## config.mk

```make
export PLATFORM = sky130hd
export DESIGN_NAME = mac16_wrapper_accum_sim
export DESIGN_NICKNAME = d
export VERILOG_FILES = /design/src/rtl/mac16_pkg.sv /design/src/rtl/mac16_accum_core.sv /design/src/rtl/mac16_wrapper_accum_sim.sv
export SDC_FILE = /design/constraint.sdc
export NUM_CORES = 1
export LEC_CHECK = 0
export ABC_AREA = 0
export BUFFER_PORTS_ARGS = -buffer_cell sky130_fd_sc_hd__buf_2
export CAP_MARGIN = 0
export CELL_PAD_IN_SITES_DETAIL_PLACEMENT = 1
export CELL_PAD_IN_SITES_GLOBAL_PLACEMENT = 2
export CORE_MARGIN = 2
export CORE_UTILIZATION = 45
export CTS_CLUSTER_SIZE = 10
export DETAILED_ROUTE_END_ITERATION = 7
export PLACE_DENSITY = 0.95
export SYNTH_ARGS = -nofsm -noshare
export SYNTH_HDL_FRONTEND = slang
export SYNTH_SLANG_ARGS = --single-unit
export TNS_END_PERCENT = 1
```

## constraint.sdc

```tcl
create_clock -name clk -period 9.63 [get_ports clk]
set_input_delay 0.4815 -clock clk [delete_from_list [all_inputs] [get_ports clk]]
set_output_delay 0.4815 -clock clk [all_outputs]
set_load 0.03 [all_outputs]
```

## src/rtl/mac16_pkg.sv

```systemverilog
// Shared widths and fixed-point types for the mac16 accumulate slice.
package mac16_pkg;

  localparam int unsigned A_W      = 16;
  localparam int unsigned B_W      = 16;
  localparam int unsigned ACC_W    = 32;
  localparam int unsigned FRAC_IN  = 14;
  localparam int unsigned FRAC_ACC = 28;

  typedef logic signed [A_W-1:0]   q2_14_t;
  typedef logic signed [ACC_W-1:0] q4_28_t;

endpackage

```

## src/rtl/mac16_accum_core.sv

```systemverilog
// Stage-2 signed multiplier and 32-bit accumulator (Q2.14 x Q2.14 -> Q4.28).
// Define MAC16_ACC_SAT_EN to saturate on signed overflow instead of wrapping.
module mac16_accum_core
  import mac16_pkg::*;
(
  input  logic                    clk,
  input  logic                    rst_n,
  input  logic                    clr_n,
  input  logic                    en,
  input  logic signed [A_W-1:0]   a,
  input  logic signed [B_W-1:0]   b,
  output logic signed [ACC_W-1:0] acc
);

  q4_28_t prod;
  q4_28_t acc_nxt;

`ifdef MAC16_ACC_SAT_EN
  logic signed [ACC_W:0] sum;

  // One guard bit exposes signed overflow; clamp toward the overflow direction.
  always_comb begin
    prod    = q4_28_t'(a) * q4_28_t'(b);
    sum     = {acc[ACC_W-1], acc} + {prod[ACC_W-1], prod};
    acc_nxt = sum[ACC_W-1:0];
    if (sum[ACC_W] != sum[ACC_W-1]) begin
      acc_nxt = sum[ACC_W] ? {1'b1, {(ACC_W-1){1'b0}}} : {1'b0, {(ACC_W-1){1'b1}}};
    end
  end
`else
  always_comb begin
    prod    = q4_28_t'(a) * q4_28_t'(b);
    acc_nxt = acc + prod;
  end
`endif

  // Clear has priority over a same-edge accumulate.
  always_ff @(posedge clk or negedge rst_n) begin
    if (!rst_n) begin
      acc <= '0;
    end else if (!clr_n) begin
      acc <= '0;
    end else if (en) begin
      acc <= acc_nxt;
    end
  end

endmodule

```

## src/rtl/mac16_wrapper_accum_sim.sv

```systemverilog
// Behavioural SB_MAC16 accumulate stand-in: input registers plus accumulator core.
// Optional saturation via MAC16_ACC_SAT_EN (wraps modulo 2^32 when undefined).
module mac16_wrapper_accum_sim
  import mac16_pkg::*;
(
  input  logic             clk,
  input  logic             reset,
  input  logic             mac_rst,
  input  logic             ce,
  input  logic [A_W-1:0]   a_in,
  input  logic [B_W-1:0]   b_in,
  output logic [ACC_W-1:0] result
);

  q2_14_t a_reg;
  q2_14_t b_reg;
  logic   ce_reg;
  q4_28_t acc;

  // Operands follow ce only; mac_rst drops the pending accumulate but keeps operands.
  always_ff @(posedge clk or negedge reset) begin
    if (!reset) begin
      a_reg  <= '0;
      b_reg  <= '0;
      ce_reg <= 1'b0;
    end else begin
      if (ce) begin
        a_reg <= q2_14_t'(a_in);
        b_reg <= q2_14_t'(b_in);
      end
      ce_reg <= ce & mac_rst;
    end
  end

  mac16_accum_core u_core (
    .clk   (clk),
    .rst_n (reset),
    .clr_n (mac_rst),
    .en    (ce_reg),
    .a     (a_reg),
    .b     (b_reg),
    .acc   (acc)
  );

  assign result = acc;

endmodule

```

Word level (Yosys, flattened, before mapping)
Index checks and enable logic that the tools add are counted.
- bits of input ports: 36
- flip-flop bits (word level): 65
- word-level logic and storage cells: 10
- output and inout port bits: 32
- eq/ne operators: 1
- mux-type cells: 2
- $mul: 1
- bitwise gates (word level): 1
- $add $sub $neg: 1
- operator list (operator ; number):
    $mux W32 ; 2
    $add A32 B32 Y32 ; 1
    $mul A16 B16 Y32 ; 1
    $ne A2 B1 Y1 const B ; 1
    $and A1 B1 Y1 ; 1

Longest topological paths before layout
- depth in word-level cells: 4
- gate-level depth with buffers: 23
- gate-level depth less buffers: 22

Hierarchy
A second synthesis with hierarchy kept.
- cells, all modules: 1361
- area, all modules: 13514.2 um^2
- modules (own cells, without submodules) (module ; instances ; area an instance (um^2) ; seq. area each (um^2) ; cells an instance):
    mac16_accum_core ; 1 ; 12141.6 ; 800.8 ; 1291
    mac16_wrapper_accum_sim ; 1 ; 1372.6 ; 825.8 ; 70

Worst setup path before layout
Ideal clock, no wire load.
- kind: register to register
- start: reg a_reg[15]
- end: reg u_core.acc[28]
- required time: 9563 ps
- period minus slack after synthesis: 5892 ps
- path buffers: 1
- stages on the path, launching flop included: 22
- arrival: 5826 ps
- slack: 3738 ps
- cell sequence: dfrtp_1 -> clkbuf_1 -> nand2_1 -> inv_1 -> fa_1 -> inv_1 -> fa_1 -> inv_1 -> fa_1 -> fa_1 -> fa_1 -> inv_1 -> fa_1 -> inv_1 -> ha_1 -> and4_1 -> nand3_1 -> o311ai_1 -> a21o_1 -> a21oi_1 -> nor4bb_1 -> a221o_1
- word-level cells in the longest chain between the ends: 4
- ends and longest elaborated chain (item ; RTL line ; RTL):
    from (decl) ; mac16_wrapper_accum_sim.sv:15 ; q2_14_t a_reg;
    from (signal assigned) ; mac16_wrapper_accum_sim.sv:28 ; a_reg <= q2_14_t'(a_in);
    $mul A16 B16 Y32 ; mac16_accum_core.sv:32 ; prod = q4_28_t'(a) * q4_28_t'(b);
    $add A32 B32 Y32 ; mac16_accum_core.sv:33 ; acc_nxt = acc + prod;
    $mux W32 ; mac16_accum_core.sv:43 ; end else if (en) begin
    $mux W32 ; mac16_accum_core.sv:41 ; end else if (!clr_n) begin
    to (signal assigned) ; mac16_accum_core.sv:44 ; acc <= acc_nxt;
    to (decl) ; mac16_accum_core.sv:12 ; output logic signed [ACC_W-1:0] acc
Every way passes these cells. The select of a mux whose other input is x is not followed.
A chain may end at the register's enable or synchronous reset.

Worst setup path after layout
- start: reg b_reg[2]
- end: reg u_core.acc[28]
- word-level cells in the longest chain between the ends: 4
- ends and longest elaborated chain (item ; RTL line ; RTL):
    from (decl) ; mac16_wrapper_accum_sim.sv:16 ; q2_14_t b_reg;
    from (signal assigned) ; mac16_wrapper_accum_sim.sv:29 ; b_reg <= q2_14_t'(b_in);
    $mul A16 B16 Y32 ; mac16_accum_core.sv:32 ;
    $add A32 B32 Y32 ; mac16_accum_core.sv:33 ;
    $mux W32 ; mac16_accum_core.sv:43 ;
    $mux W32 ; mac16_accum_core.sv:41 ;
Every way passes these cells. The select of a mux whose other input is x is not followed.

==> flow_metrics.py <==
metrics = {
    "outcome": {
        "status": "completed",
    },
    "finish": {
        "final_cell_count_no_fill": 1790,
        "finalNetCount": 1821,
        "diodes": 0,
        "largest_reg_flops": 32,
        "ff_latch_area_um2": 1630,
        "nFillCells": 3366,
        "syn_to_final_growth_pct": 7.31,
        "multi_input_area_um2": 10300,
        "drive_above_1_share_pct": 9.07,
    },
    "drt": {
        "drc": 0,
        "wl_mm": 35.4,
        "drt_iter0_drc": 329,
        "vias": 9247,
        "drt-vias-per-instance": 5.17,
        "dr.pass1.iters": 4,
        "wire_per_inst_um": 19.8,
        "final_antenna_net_count": 0,
    },
    "synthesis": {
        "synth_common_cells": "inv_1 (334), fa_1 (292), nand2_1 (142)",
        "avgSynthCellArea_um2": 9.83,
        "ys_types": 56,
        "synth.top_cell.area_share_pct": 43.6,
        "synth_most_common_cell": "inv_1",
        "synth_edf_count": 0,
        "syn_area_um2": 13400,
        "synth-main-ff-cell": "dfrtp_1",
        "ys_seq_elements": 65,
        "synthArstFlopShare_pct": 100,
        "synth_warnings": 0,
        "syn_nets": 1789,
        "synth_top_cell_by_area": "fa_1",
        "synth_cells": 1363,
        "synth_area_leaders": "fa_1 (44%), dfrtp_1 (12%), inv_1 (9.4%), ha_1 (9.2%), and2_1 (5.8%)",
        "ys_seq_area_share_pct": 12.1,
    },
    "global_route": {
        "grt_max_degree": 66,
        "overflow": 0,
        "grtUsageMet3_pct": 3.40,
        "grt.busiest_layer": "met2",
        "antenna_found_initial": 0,
        "grt_usage_pct": 24.7,
        "use_met1_pct": 31.9,
        "met2_usage_pct": 43.7,
        "grt_pass1_wl_mm": 58.8,
        "grt_pass1_vias": 10868,
    },
    "clock_tree": {
        "clockBufferDepth": 2,
        "cts-root-buf": "clkbuf_16",
        "h-tree-depth": 3,
        "cts_tree": "done",
        "cts_inserted_buffers": 9,
        "postCtsSetupBuffers": 0,
        "ctsResizeCount": 0,
        "cts.sinks": 65,
        "hold_buffers": 0,
        "clock_latency_ns": 0.37,
        "clk_pin_slew_ns": 0.07,
    },
    "place": {
        "gp_congestion": 0.860,
        "portBuffers": 67,
        "dpl.hpwl_mm": 28.5,
        "dp.cells": 1774,
        "place_ws_ns": 3.06,
    },
    "critical_path": {
        "start_kind": "flop",
        "crit_type": "reg -> reg",
        "cp_common_cell": "fa_1",
        "slowest_stage": "dfrtp_1",
        "crit_arrival_ns": 6.90,
        "cp_cell_sequence": "nand2_1, inv_1, fa_1, fa_1, inv_1, fa_1, inv_1, fa_1, fa_1, inv_1, fa_1, inv_1, ha_1, and2_1, a221oi_1, a211o_1, o311ai_1, a21o_1, a21oi_1, nor4bb_1, a221o_1",
        "crit_buf_inv": 5,
        "cp_max_fo": 17,
        "cp.required_ns": 9.89,
        "critPathCaptureType": "flop",
        "max_stage_delay_ns": 0.81,
        "crit_family": "adder cells",
    },
    "floorplanning": {
        "dieArea_um2": 31200,
        "die_y_um": 177,
        "start_util_pct": 45.5,
        "num_rows": 63,
        "die_x_um": 177,
        "ios": 68,
        "core_area_um2": 29500,
    },
    "min_path": {
        "hp-class": "in -> async",
    },
    "sta": {
        "fin_setup_tns_ns": 0,
        "fin_crit_sh_pct": 68.9,
        "final.min_clock_period_ns": 6.64,
        "hold_viol_final": 0,
        "fmax_ghz": 0.151,
        "finalSetupViolCount": 0,
        "fin_ws_ns": 2.99,
        "slew_headroom_pct": 34.8,
        "worstMarginPinSlew_ns": 0.977,
        "rsz0062_at_grt": "no",
        "final-max-slew-violation-count": 0,
        "fin_skew_ns": 0.0221,
    },
    "run": {
        "drv_cap": 0,
    },
}
[cell type report]
cell class | instances | share of cell area (%)
Clock inverter | 7 | 0.827
Tap cell | 390 | 3.39
Multi-Input combinational cell | 917 | 71.8
Inverter | 334 | 8.72
Sequential cell | 65 | 11.3
Clock buffer | 9 | 1.57
Timing Repair Buffer | 68 | 2.40
[cells by family after synthesis]
kind of cell               count (synthesis)  share of synthesized area [%]
muxes                                     48                           3.88
adders and majority gates                390                           52.8
buffers and inverters                    381                           10.8
DFF                                       65                           12.1
AOI/OAI and AO/OA                         90                           4.73
xor gates and xnor gates                  35                           2.29
and+or+nand+nor                          354                           13.4
[cells in the final DEF (no fill, tap or decap), types with 8 or more instances in the layout]
master,count
mux2_2,31
xnor2_1,26
nand3_1,8
fa_1,292
clkbuf_16,9
buf_2,66
nand2_1,142
a21oi_1,18
xor2_1,9
nor2b_1,24
a21o_1,10
and2_1,124
dfrtp_1,65
nor2_1,27
ha_1,98
inv_1,334
o21ai_0,18
mux2i_1,17
[worst register-to-register path, stage by stage (launching register included)]
cell and delay [ns]:
dfrtp_1 0.81, nand2_1 0.22, inv_1 0.12, fa_1 0.55, fa_1 0.54, inv_1 0.06, fa_1 0.51, inv_1 0.06
fa_1 0.49, fa_1 0.51, inv_1 0.06, fa_1 0.49, inv_1 0.05, ha_1 0.35, and2_1 0.17, a221oi_1 0.48
a211o_1 0.21, o311ai_1 0.09, a21o_1 0.23, a21oi_1 0.19, nor4bb_1 0.08, a221o_1 0.26
[stage by stage]
stage | utilization (%) | cell area [um2] | hold slack [ns]
global placement | 47.6 | 14000 | 0.526
global route | 48.8 | 14400 | 0.341
CTS | 48.8 | 14400 | 0.316
detailed placement | 47.6 | 14000 | 0.543
floorplan | - | 13400 | 0.186
finish | 48.8 | 14400 | 0.269
[worst paths after layout]
check / start / to / slack (ns) / cells after the start
max: b_reg[2] / u_core.acc[28] / 2.99 / 21
min: reset / u_core.acc[16] / 0.27 / 1
max reg2reg: b_reg[2] / u_core.acc[28] / 2.99 / 21
min reg2reg: u_core.acc[29] / u_core.acc[29] / 0.56 / 2
max in group asynchronous: reset / a_reg[4] / 8.71 / 1
min in group clk: b_in[11] / b_reg[11] / 0.34 / 2
[routing by layer]
layer,part of all wire (%),vias up
li1,-,4118
met3,3.4,41
met1,43,4917
met4,1.8,0
met5,0,-
met2,51,171
Power is left out: the tool's default activity adds up to more than one toggle a clock period on the data nets, which glitch-free logic cannot reach.
